**src/rtl/residual_add_ctrl.sv**
```systemverilog
// residual_add_ctrl: sequencer for one residual adder lane.
// Loads the adder scales/shift, streams operand pairs from the A/B buffers,
// writes each adder result to the output buffer, then pulses done.
//
// state   | meaning
// --------+-------------------------------------------------------------
// IDLE    | waiting for start; config is latched when start is accepted
// CFG     | one-cycle scale/shift load strobe to the adder
// STREAM  | one shared read per cycle, vec_len cycles back to back
// DRAIN   | waiting for outstanding results; idle timer guards a hang
// DONE    | one-cycle done pulse, still busy
module residual_add_ctrl #(
  parameter int ADDR_W  = 10,
  parameter int LEN_W   = 11,
  parameter int TIMEOUT = 64,
  parameter int DATA_W  = 16,
  parameter int SCALE_W = 8,
  parameter int SHIFT_W = 4
) (
  input  logic               clk,
  input  logic               rst_n,
  input  logic               start,
  input  logic [SCALE_W-1:0] cfg_scale_a,
  input  logic [SCALE_W-1:0] cfg_scale_b,
  input  logic [SHIFT_W-1:0] cfg_shift,
  input  logic [LEN_W-1:0]   vec_len,
  input  logic [ADDR_W-1:0]  a_base,
  input  logic [ADDR_W-1:0]  b_base,
  input  logic [ADDR_W-1:0]  o_base,
  output logic               rd_en,
  output logic [ADDR_W-1:0]  a_addr,
  output logic [ADDR_W-1:0]  b_addr,
  input  logic [DATA_W-1:0]  a_rdata,
  input  logic [DATA_W-1:0]  b_rdata,
  output logic               scale_vld,
  output logic [SCALE_W-1:0] scale_a,
  output logic [SCALE_W-1:0] scale_b,
  output logic               shift_vld,
  output logic [SHIFT_W-1:0] shift,
  output logic [DATA_W-1:0]  in_data_a,
  output logic [DATA_W-1:0]  in_data_b,
  output logic               in_data_vld,
  input  logic [DATA_W-1:0]  out_data,
  input  logic               out_data_vld,
  output logic               wr_en,
  output logic [ADDR_W-1:0]  wr_addr,
  output logic [DATA_W-1:0]  wr_data,
  output logic               busy,
  output logic               done,
  output logic               err
);

  typedef enum logic [2:0] {
    S_IDLE,
    S_CFG,
    S_STREAM,
    S_DRAIN,
    S_DONE
  } state_t;

  localparam int TMO_W = (TIMEOUT > 2) ? $clog2(TIMEOUT) : 1;
  localparam logic [TMO_W-1:0] TMO_RELOAD = TMO_W'(TIMEOUT - 1);
  localparam logic [LEN_W-1:0] LEN_ONE    = LEN_W'(1);

  state_t               state_q, state_d;
  logic [SCALE_W-1:0]   scale_a_q, scale_a_d, scale_b_q, scale_b_d;
  logic [SHIFT_W-1:0]   shift_q, shift_d;
  logic [LEN_W-1:0]     len_q, len_d;
  logic [ADDR_W-1:0]    a_base_q, a_base_d, b_base_q, b_base_d, o_base_q, o_base_d;
  logic [LEN_W-1:0]     icnt_q, icnt_d, ocnt_q, ocnt_d;
  logic [TMO_W-1:0]     tmo_q, tmo_d;
  logic                 err_q, err_d;
  logic                 in_vld_q;
  logic                 res_ok;
  logic                 stray;

  // A result is only accepted while active and not all results are in yet;
  // anything else is a stray that flags an error and is never written.
  assign res_ok = (state_q != S_IDLE) && (ocnt_q != len_q);
  assign stray  = out_data_vld && !res_ok;

  assign busy        = (state_q != S_IDLE);
  assign done        = (state_q == S_DONE);
  assign err         = err_q;
  assign rd_en       = (state_q == S_STREAM);
  assign a_addr      = rd_en ? a_base_q + icnt_q[ADDR_W-1:0] : '0;
  assign b_addr      = rd_en ? b_base_q + icnt_q[ADDR_W-1:0] : '0;
  assign scale_vld   = (state_q == S_CFG);
  assign shift_vld   = (state_q == S_CFG);
  assign scale_a     = scale_a_q;
  assign scale_b     = scale_b_q;
  assign shift       = shift_q;
  assign in_data_vld = in_vld_q;
  assign in_data_a   = in_vld_q ? a_rdata : '0;
  assign in_data_b   = in_vld_q ? b_rdata : '0;
  assign wr_en       = out_data_vld && res_ok;
  assign wr_addr     = wr_en ? o_base_q + ocnt_q[ADDR_W-1:0] : '0;
  assign wr_data     = wr_en ? out_data : '0;

  // Next-state, counters, config latch and sticky error.
  always_comb begin
    state_d   = state_q;
    scale_a_d = scale_a_q;
    scale_b_d = scale_b_q;
    shift_d   = shift_q;
    len_d     = len_q;
    a_base_d  = a_base_q;
    b_base_d  = b_base_q;
    o_base_d  = o_base_q;
    icnt_d    = icnt_q;
    ocnt_d    = wr_en ? ocnt_q + LEN_ONE : ocnt_q;
    tmo_d     = TMO_RELOAD;
    err_d     = err_q | stray;
    case (state_q)
      S_IDLE: begin
        if (start) begin
          scale_a_d = cfg_scale_a;
          scale_b_d = cfg_scale_b;
          shift_d   = cfg_shift;
          len_d     = vec_len;
          a_base_d  = a_base;
          b_base_d  = b_base;
          o_base_d  = o_base;
          icnt_d    = '0;
          ocnt_d    = '0;
          err_d     = 1'b0;
          state_d   = S_CFG;
        end
      end
      S_CFG: begin
        state_d = (len_q == '0) ? S_DONE : S_STREAM;
      end
      S_STREAM: begin
        icnt_d = icnt_q + LEN_ONE;
        if (icnt_q == len_q - LEN_ONE) state_d = S_DRAIN;
      end
      S_DRAIN: begin
        if (ocnt_d == len_q) begin
          state_d = S_DONE;
        end else if (out_data_vld) begin
          tmo_d = TMO_RELOAD;
        end else if (tmo_q == '0) begin
          err_d   = 1'b1;
          state_d = S_DONE;
        end else begin
          tmo_d = tmo_q - TMO_W'(1);
        end
      end
      S_DONE: begin
        state_d = S_IDLE;
      end
      default: begin
        state_d = S_IDLE;
      end
    endcase
  end

  // State, config and counter registers; in_data_vld is rd_en delayed to match buffer latency.
  always_ff @(posedge clk or negedge rst_n) begin
    if (!rst_n) begin
      state_q   <= S_IDLE;
      scale_a_q <= '0;
      scale_b_q <= '0;
      shift_q   <= '0;
      len_q     <= '0;
      a_base_q  <= '0;
      b_base_q  <= '0;
      o_base_q  <= '0;
      icnt_q    <= '0;
      ocnt_q    <= '0;
      tmo_q     <= TMO_RELOAD;
      err_q     <= 1'b0;
      in_vld_q  <= 1'b0;
    end else begin
      state_q   <= state_d;
      scale_a_q <= scale_a_d;
      scale_b_q <= scale_b_d;
      shift_q   <= shift_d;
      len_q     <= len_d;
      a_base_q  <= a_base_d;
      b_base_q  <= b_base_d;
      o_base_q  <= o_base_d;
      icnt_q    <= icnt_d;
      ocnt_q    <= ocnt_d;
      tmo_q     <= tmo_d;
      err_q     <= err_d;
      in_vld_q  <= rd_en;
    end
  end

endmodule

```
**config.mk**
```make
export PLATFORM = sky130hd
export DESIGN_NAME = residual_add_ctrl
export DESIGN_NICKNAME = d
export VERILOG_FILES = /design/src/rtl/residual_add_ctrl.sv
export SDC_FILE = /design/constraint.sdc
export NUM_CORES = 1
export LEC_CHECK = 0
export CORE_MARGIN = 8
export CORE_UTILIZATION = 30
export DETAILED_ROUTE_END_ITERATION = 6
export GPL_ROUTABILITY_DRIVEN = 1
export HOLD_SLACK_MARGIN = 0.03
export PLACE_DENSITY = 0.66
export SETUP_SLACK_MARGIN = 0.4
export SLEW_MARGIN = 30
export SYNTH_ARGS = -nofsm -noshare
export SYNTH_HDL_FRONTEND = slang
export SYNTH_SLANG_ARGS = --single-unit
export TNS_END_PERCENT = 30
```
**constraint.sdc**
```tcl
create_clock -name clk -period 5.25 [get_ports clk]
set_input_delay 0.525 -clock clk [delete_from_list [all_inputs] [get_ports clk]]
set_output_delay 0.525 -clock clk [all_outputs]
set_load 0.01 [all_outputs]
```
==> summary.md, run 1 <==
## Yosys
* 94 — flip-flop and latch count after synthesis
* 898 — syn_nets
* sky130_fd_sc_hd__nand2_1 — most numerous cell in the Yosys netlist
* sky130_fd_sc_hd__dfrtp_1 (35%), sky130_fd_sc_hd__nand2_1 (12%), sky130_fd_sc_hd__ha_1 (6.3%), sky130_fd_sc_hd__xnor2_1 (5.8%), sky130_fd_sc_hd__and2_1 (5.6%) — dominant cells by area after synthesis
* 0 — count of flip-flops with a built-in enable after synthesis
* 6360 µm² — synthesized area
* sky130_fd_sc_hd__dfrtp_1 — Yosys top cell by area
* 37.1% — sequential-to-total area share from yosys stat
* 100% — fraction of synthesis flops using an asynchronous set or reset pin
* 60 — number of distinct library cell variants in the gate-level netlist after synthesis
* 8.47 µm² — average size of a mapped cell
* 34.6% — area fraction of the dominant cell type after synthesis
* sky130_fd_sc_hd__nand2_1 (200), sky130_fd_sc_hd__dfrtp_1 (88), sky130_fd_sc_hd__and2_1 (57), sky130_fd_sc_hd__nor2_1 (50), sky130_fd_sc_hd__xnor2_1 (42) — most numerous cell types in the synthesized netlist
* sky130_fd_sc_hd__dfrtp_1 — primary flip-flop cell chosen by synthesis mapping
* 750 — post-synthesis cell count
* 0 — count of yosys warnings during synthesis

## Timing
* 7.62 ps — Worst Skew
* 74.7% — final cycle utilization of the critical path
* 164 ps — Fin Hold WS
* 0 — Setup violations, final
* 255 MHz — Max Clock Freq
* 3920 ps — min cycle time layout
* 0 — Hold Fails Final Rpt
* 0 ps — Setup TNS
* 49.6% — tightest slew margin relative to the limit
* false — unrepaired setup endpoints after global routing
* 756 ps — slew at the pin closest to its max-slew limit
* 0 — Slew Viols, Final
* 1330 ps — smallest setup slack after layout

## Route
* 8.82 mm — wire length the detailed router placed on met1
* 16.0 µm — wire per inst
* 417 — initial DRC count
* 0 — residual antenna-violating net count after detailed routing
* 8.88 mm — met2 routed wirelength
* 5806 — total vias in the final route
* met4 — max layer used
* 4 — first-pass iteration count of the detailed router
* 19.6 mm — WL final
* 1.61 mm — met3 wirelength from detailed routing
* 4.75 — drt via density
* 0 — remaining design rule violation count

## Critical path
* flop — CP Launch Type
* 9 — largest fanout on the critical path
* sky130_fd_sc_hd__clkdlybuf4s50_1 — crit path max-delay cell type
* ocnt_q[2]$_DFF_PN0_ — source of the worst register-to-register timing path
* 3390 ps — Worst Path Arrival
* ha_1 -> a21o_1 -> a21oi_1 -> o21bai_1 -> a2111o_1 -> a41oi_1 -> xnor2_1 -> nor2_1 -> clkdlybuf4s50_1 — cell breakdown of the critical path
* compound AO/OA/AOI/OAI gates — cell family contributing the most delay on the critical path
* 4720 ps — data required time of the worst path
* reg2out — Setup Crit Path Kind
* 610 ps — delay of the slowest cell on the worst path
* 1 — worst path buffer plus inverter count
* icnt_q[1]$_DFFE_PN0P_ — startpoint of the most critical setup path
* primary output — crit end category

## Finish
* 5.39% — proportion of layout cells with a drive suffix above 1
* 41.8% — signed area change from the synthesized netlist to the final layout
* 2107 — count of filler cells inserted in the layout
* 0 — diode insertion count for antenna repair
* 9010 µm² — final non-filler cell area
* 1090 — final layout net count

## GRT
* 15.1% — overall fraction of global-route tracks in use
* 5882 — vias in the first global route
* 54 — largest net degree at the start of global routing
* 0 — global route overflow
* 31.8 mm — global-route wire length before repair
* 0 — antenna violations before repair

## Clock tree
* 360 ps — later-pin clock latency in the skew report
* 0 — Setup Fix Bufs, Post-CTS
* 2 — number of buffers on the longest clock path
* yes — clock tree from TritonCTS
* 9 — CTS Buf Count
* 3 — number of H-tree levels
* 94 — TritonCTS Sinks
* 0 — CTS resizes
* 70 ps — Clock transition at path regs
* 0 — number of buffers added to fix hold violations after cts
* sky130_fd_sc_hd__clkbuf_16 — root buf cell

## Floorplan
* 53 — number of rows in the core area
* 26100 µm² — floorplan die area
* 30.4% — initial cell density of the core
* 162 µm — DIE HEIGHT
* 162 µm — Die X-Extent
* 20900 µm² — CORE AREA
* 219 — Boundary Pins

## Place
* 15.0 mm — placed wire-length estimate after detailed placement
* 1760 ps — pre-CTS setup slack
* 218 — number of input and output port buffers inserted
* 8730 µm² — instance area after placement
* 0.822 — routability-driven placement congestion ratio

## Power
* 515 nW/µm² — power density over the cells
* 0.216 mV — maximum vdd drop
* 0.00465 W — overall power consumption
* 4.01 nW — Static Leak

## Job
* 0 — max-capacitance violation count

## Hold path
* in2async — class of the tightest hold or removal check

## Outcome
* complete, no violations — status

placed cells by master, fill, tap and decap left out, types with 3 or more instances in the layout:
cell                              synthesis  layout
sky130_fd_sc_hd__a21o_1                  10      10
sky130_fd_sc_hd__mux2i_1                 10      10
sky130_fd_sc_hd__nand4_1                  7       7
sky130_fd_sc_hd__dfstp_2                  6       6
sky130_fd_sc_hd__xnor2_1                 42      42
sky130_fd_sc_hd__and3_1                   9       9
sky130_fd_sc_hd__nor3_1                   9       9
sky130_fd_sc_hd__buf_4                    5       4
sky130_fd_sc_hd__a31o_1                   3       3
sky130_fd_sc_hd__clkdlybuf4s50_1          0     217
sky130_fd_sc_hd__o21bai_1                 8       8
sky130_fd_sc_hd__dfrtp_1                 88      88
sky130_fd_sc_hd__fa_1                     3       3
sky130_fd_sc_hd__ha_1                    32      32
sky130_fd_sc_hd__nand2_1                200     199
sky130_fd_sc_hd__a221oi_2                 3       3
sky130_fd_sc_hd__xor2_1                  25      25
sky130_fd_sc_hd__and2_1                  57      56
sky130_fd_sc_hd__clkbuf_16                0       9
sky130_fd_sc_hd__nand2b_1                 5       5
sky130_fd_sc_hd__nor2_1                  50      50
sky130_fd_sc_hd__nor3b_1                  4       4
sky130_fd_sc_hd__nand3_1                 23      23
sky130_fd_sc_hd__a2111o_1                 3       3
sky130_fd_sc_hd__inv_1                   18      18
sky130_fd_sc_hd__a21oi_1                 24      24
sky130_fd_sc_hd__a31oi_1                  3       3
sky130_fd_sc_hd__a41oi_1                  4       4
sky130_fd_sc_hd__o21ai_0                 21      21
stage by stage:
step	util (%)	std cells
after floorplan	-	750
after global placement	41.8	1206
after detailed placement	41.8	1206
after CTS	43.2	1222
after global routing	43.2	1222
final	43.2	1222
path summary, 6_finish.rpt:
check | slack [ps] | depth (start not counted) | end
hold / removal | 160 | 1 | a_base_q[6]$_DFFE_PN0P_
min in group clk | 470 | 2 | scale_b[4]$_DFFE_PN0P_
hold reg to reg | 470 | 2 | scale_b[4]$_DFFE_PN0P_
setup / recovery | 1330 | 9 | b_addr[9]
max in group asynchronous | 4020 | 2 | ocnt_q[1]$_DFF_PN0_
setup reg to reg | 2280 | 9 | err$_DFF_PN0_
registers in the layout (all words and copies together) (netlist names):
register / count
a_base_q: 10
b_base_q: 10
err: 1
icnt_q: 11
in_data_vld: 1
len_q: 11
o_base_q: 10
ocnt_q: 11
scale_a: 8
scale_b: 8
shift: 4
state_q: 3
tmo_q: 6
where the power goes:
| group | switching (W) | internal, W |
|---|---|---|
| registers | 0.000383 | 0.00100 |
| clock network | 0.000308 | 0.000327 |
| logic | 0.00125 | 0.00138 |
layout make-up:
cell class                 instances  area (µm²)  area share (%)
clock buffer                       9         225            2.50
clock inverter                     7        57.6           0.639
inverter                          20        75.1           0.833
multi-input combinational        596        3750            41.6
sequential                        94        2360            26.2
tap                              275         344            3.82
timing repair buffer             221        2200            24.4
layer usage:
| metal | GRT usage, % | up-vias |
|---|---|---|
| li1 | - | 2884 |
| met1 | 18.9 | 2692 |
| met2 | 24.5 | 212 |
| met3 | 4.28 | 18 |
| met4 | 5.18 | 0 |
| met5 | 0 | - |
worst reg2reg max path, stage by stage, from the launching register on:
cell,delay (ps)
sky130_fd_sc_hd__dfrtp_1,610
sky130_fd_sc_hd__xor2_2,190
sky130_fd_sc_hd__nor4_4,440
sky130_fd_sc_hd__nand3_4,220
sky130_fd_sc_hd__nand3_4,220
sky130_fd_sc_hd__inv_2,220
sky130_fd_sc_hd__mux2i_1,200
sky130_fd_sc_hd__a221oi_2,310
sky130_fd_sc_hd__nand3_2,240
sky130_fd_sc_hd__o2bb2ai_1,190
logic make-up after synthesis:
kind of cell / Yosys count / synth area share, %
mux: 10 / 1.57
buf+inv: 60 / 3.96
fa+ha+maj: 35 / 7.24
flops: 94 / 37.1
compound gates: 96 / 11.2
simple gates: 387 / 29.4
xor+xnor: 68 / 9.49
Power figures use the tool's default switching activity.
==> run 2, diff against run 1 <==
==> constraint.sdc (replaced) <==
create_clock -name clk -period 3.8 [get_ports clk]
set_input_delay 0.38 -clock clk [delete_from_list [all_inputs] [get_ports clk]]
set_output_delay 0.38 -clock clk [all_outputs]
set_load 0.01 [all_outputs]
==> run 2 against run 1 <==
- combinational power increased by 41%
- sequential share of layout area shrank 0.32 points
- count of clock-buffer cells in the layout stayed put
- flip-flop and latch count unchanged
- critical path depth increased by 1
- clock skew up 2.8 ps
- via count is 0.81% lower
- register-to-register slack got worse by 1300 ps
- non-clock buffer count increased by 6
- global-route usage is 0.34 points lower
- first-iteration DRC count is 9.6% lower
==> summary.md, run 2 (synthesized netlist as in run 1, its figures left out) <==
## Timing
* 308 MHz — Max Clock Freq
* 551 ps — smallest setup slack after layout, -779 ps
* 0 — Setup violations, final, unchanged
* 0 — Hold Fails Final Rpt, unchanged
* 754 ps — slew at the pin closest to its max-slew limit, -1.42 ps
* 0 — Slew Viols, Final, unchanged
* 0 ps — Setup TNS, unchanged
* true — unrepaired setup endpoints after global routing
* 3250 ps — min cycle time layout
* 10.4 ps — Worst Skew, +2.80 ps
* 85.5% — final cycle utilization of the critical path
* 49.7% — tightest slew margin relative to the limit, +0.095 points

## Critical path
* 1010 ps — worst setup slack for register-to-register paths, -1270 ps
* sky130_fd_sc_hd__dfrtp_2 — crit path max-delay cell type
* 2870 ps — Worst Path Arrival, -520 ps
* sky130_fd_sc_hd__a21oi_1 — most frequent cell on the critical path
* state_q[1]$_DFFE_PN0P_ — end of the worst register-to-register path
* a_addr[8] — end point of the critical path
* 460 ps — delay of the slowest cell on the worst path, -150 ps
* flop — CP Launch Type
* state_q[1]$_DFFE_PN0P_ — source of the worst register-to-register timing path
* 8 — largest fanout on the critical path, -1
* reg2out — Setup Crit Path Kind
* primary output — crit end category
* 8 — worst r2r path cells, -1
* icnt_q[0]$_DFFE_PN0P_ — startpoint of the most critical setup path
* 3420 ps — data required time of the worst path, -1300 ps
* ha_1 -> fa_1 -> a21o_1 -> a21oi_1 -> o21bai_1 -> a21oi_1 -> o21bai_1 -> a21oi_1 -> mux2i_1 -> dlygate4sd2_1 — cell breakdown of the critical path

## Floorplan
* 162 µm — Die X-Extent, unchanged
* 53 — number of rows in the core area, unchanged
* 162 µm — DIE HEIGHT, unchanged
* 26100 µm² — floorplan die area, unchanged
* 30.4% — initial cell density of the core, unchanged
* 20900 µm² — CORE AREA, unchanged
* 219 — Boundary Pins, unchanged

## Job
* 0 — max-capacitance violation count, unchanged

## Route
* 4 — first-pass iteration count of the detailed router, unchanged
* 0 — residual antenna-violating net count after detailed routing, unchanged
* 5759 — total vias in the final route, -0.81%
* 377 — initial DRC count, -9.6%
* 0 — remaining design rule violation count, unchanged
* 4.69 — drt via density, -1.3%
* 15.9 µm — wire per inst, -1.0%
* 19.5 mm — WL final, -0.55%

## Place
* 496 ps — pre-CTS setup slack, -1260 ps
* 218 — number of input and output port buffers inserted, unchanged
* 15.0 mm — placed wire-length estimate after detailed placement, -0.34%
* 0.865 — routability-driven placement congestion ratio, +5.2%

## GRT
* 0 — global route overflow, unchanged
* 5864 — vias in the first global route, -0.31%
* 0 — antenna violations before repair, unchanged
* 31.2 mm — global-route wire length before repair, -1.6%
* 81 — largest net degree at the start of global routing, +50%
* 14.7% — overall fraction of global-route tracks in use, -0.34 points

## Finish
* sky130_fd_sc_hd__clkdlybuf4s50_1 — most frequent standard cell in the layout excluding fill and tap cells
* 43.9% — signed area change from the synthesized netlist to the final layout
* 2062 — count of filler cells inserted in the layout, -2.1%
* 1096 — final layout net count, +0.55%
* 7.35% — proportion of layout cells with a drive suffix above 1, +2.0 points
* 2370 µm² — area taken by flip-flops and latches, +0.27%
* icnt_q (11), len_q (11), ocnt_q (11) — biggest registers after layout
* 3790 µm² — footprint of the multi-input gates, +1.1%
* 0 — diode insertion count for antenna repair, unchanged
* sky130_fd_sc_hd__clkdlybuf4s50_1 (208), sky130_fd_sc_hd__nand2_1 (199), sky130_fd_sc_hd__dfrtp_1 (83), sky130_fd_sc_hd__and2_1 (56), sky130_fd_sc_hd__nor2_1 (50) — top library cells by usage in the layout, fill and taps aside

## Clock tree
* 9 — CTS Buf Count, unchanged
* 350 ps — later-pin clock latency in the skew report, about the same
* 3 — number of H-tree levels, unchanged
* yes — clock tree from TritonCTS
* sky130_fd_sc_hd__clkbuf_16 — root buf cell
* 80 ps — Clock transition at path regs, about the same
* 2 — number of buffers on the longest clock path, unchanged
* 94 — TritonCTS Sinks, unchanged

## Power
* 718 nW/µm² — power density over the cells, +39%
* 4.16 nW — Static Leak, +3.8%
* 0.315 mV — maximum vdd drop, +46%

## Hold path
* in2async — class of the tightest hold or removal check

## Outcome
* complete, no violations — status

==> run 2: metal layers <==
metal | routed length [µm] | GRT usage (%) | part of all wire (%) | vias up
li1 | - | - | - | 2887
met2 | 8970 | 24.5 | 46 | 216
met3 | 1750 | 4.58 | 9.0 | 12
met5 | 0 | 0 | 0 | -
met4 | 184 | 3.91 | 0.94 | 0
met1 | 8600 | 18.2 | 44 | 2644
==> run 2: final cells by class <==
cell class / count / area share, %
Multi-Input combinational cell: 596 / 41.4
Sequential cell: 94 / 25.9
Timing Repair Buffer: 227 / 24.8
Tap cell: 275 / 3.76
Clock buffer: 9 / 2.46
Clock inverter: 7 / 0.875
Inverter: 20 / 0.848
==> run 2: stage by stage <==
step	util [%]	area (µm²)	hold slack, ps	power [W]	instances
floorplan	-	6360	84.4	0.00400	750
global placement	41.9	8750	451	0.00556	1209
detailed placement	41.9	8760	461	0.00561	1209
CTS	43.4	9070	114	0.00658	1225
global route	43.8	9150	141	0.00709	1228
finish	43.8	9150	64.0	0.00657	1228
==> run 2: repair_timing <==
item                                    in CTS  in global routing
buffers inserted                             0                  3
hold buffers                                 0                  0
endpoints found under the setup margin       8                 29
pin swaps                                    0                  1
hold endpoints to repair                     0                  0
resized for setup                            5                 19
==> run 2: report_power, final <==
| group | total, W | leakage, nW | switching (W) | internal (W) |
|---|---|---|---|---|
| Combinational | 0.00370 | 2.85 | 0.00176 | 0.00194 |
| Clock | 0.000946 | 0.143 | 0.000427 | 0.000519 |
| Sequential | 0.00192 | 1.17 | 0.000530 | 0.00139 |
==> run 2: critical path: cells and delay by family, from the launching register on <==
kind | cells | cell delay [ps]
buffers and inverters | 1 | 300
DFF | 1 | 460
AOI/OAI and AO/OA | 6 | 930
muxes | 1 | 190
adders and majority gates | 2 | 640
==> run 2: worst min-delay path by stage <==
stage	startpoint	to	slack, ps	depth (start not counted)
floorplan	rst_n	a_base_q[0]$_DFFE_PN0P_	80	0
global placement	tmo_q[0]$_DFF_PN1_	tmo_q[0]$_DFF_PN1_	450	1
detailed placement	scale_a[2]$_DFFE_PN0P_	scale_a[2]$_DFFE_PN0P_	460	2
CTS	rst_n	a_base_q[6]$_DFFE_PN0P_	110	1
global route	rst_n	a_base_q[5]$_DFFE_PN0P_	140	1
finish	rst_n	b_base_q[5]$_DFFE_PN0P_	60	1
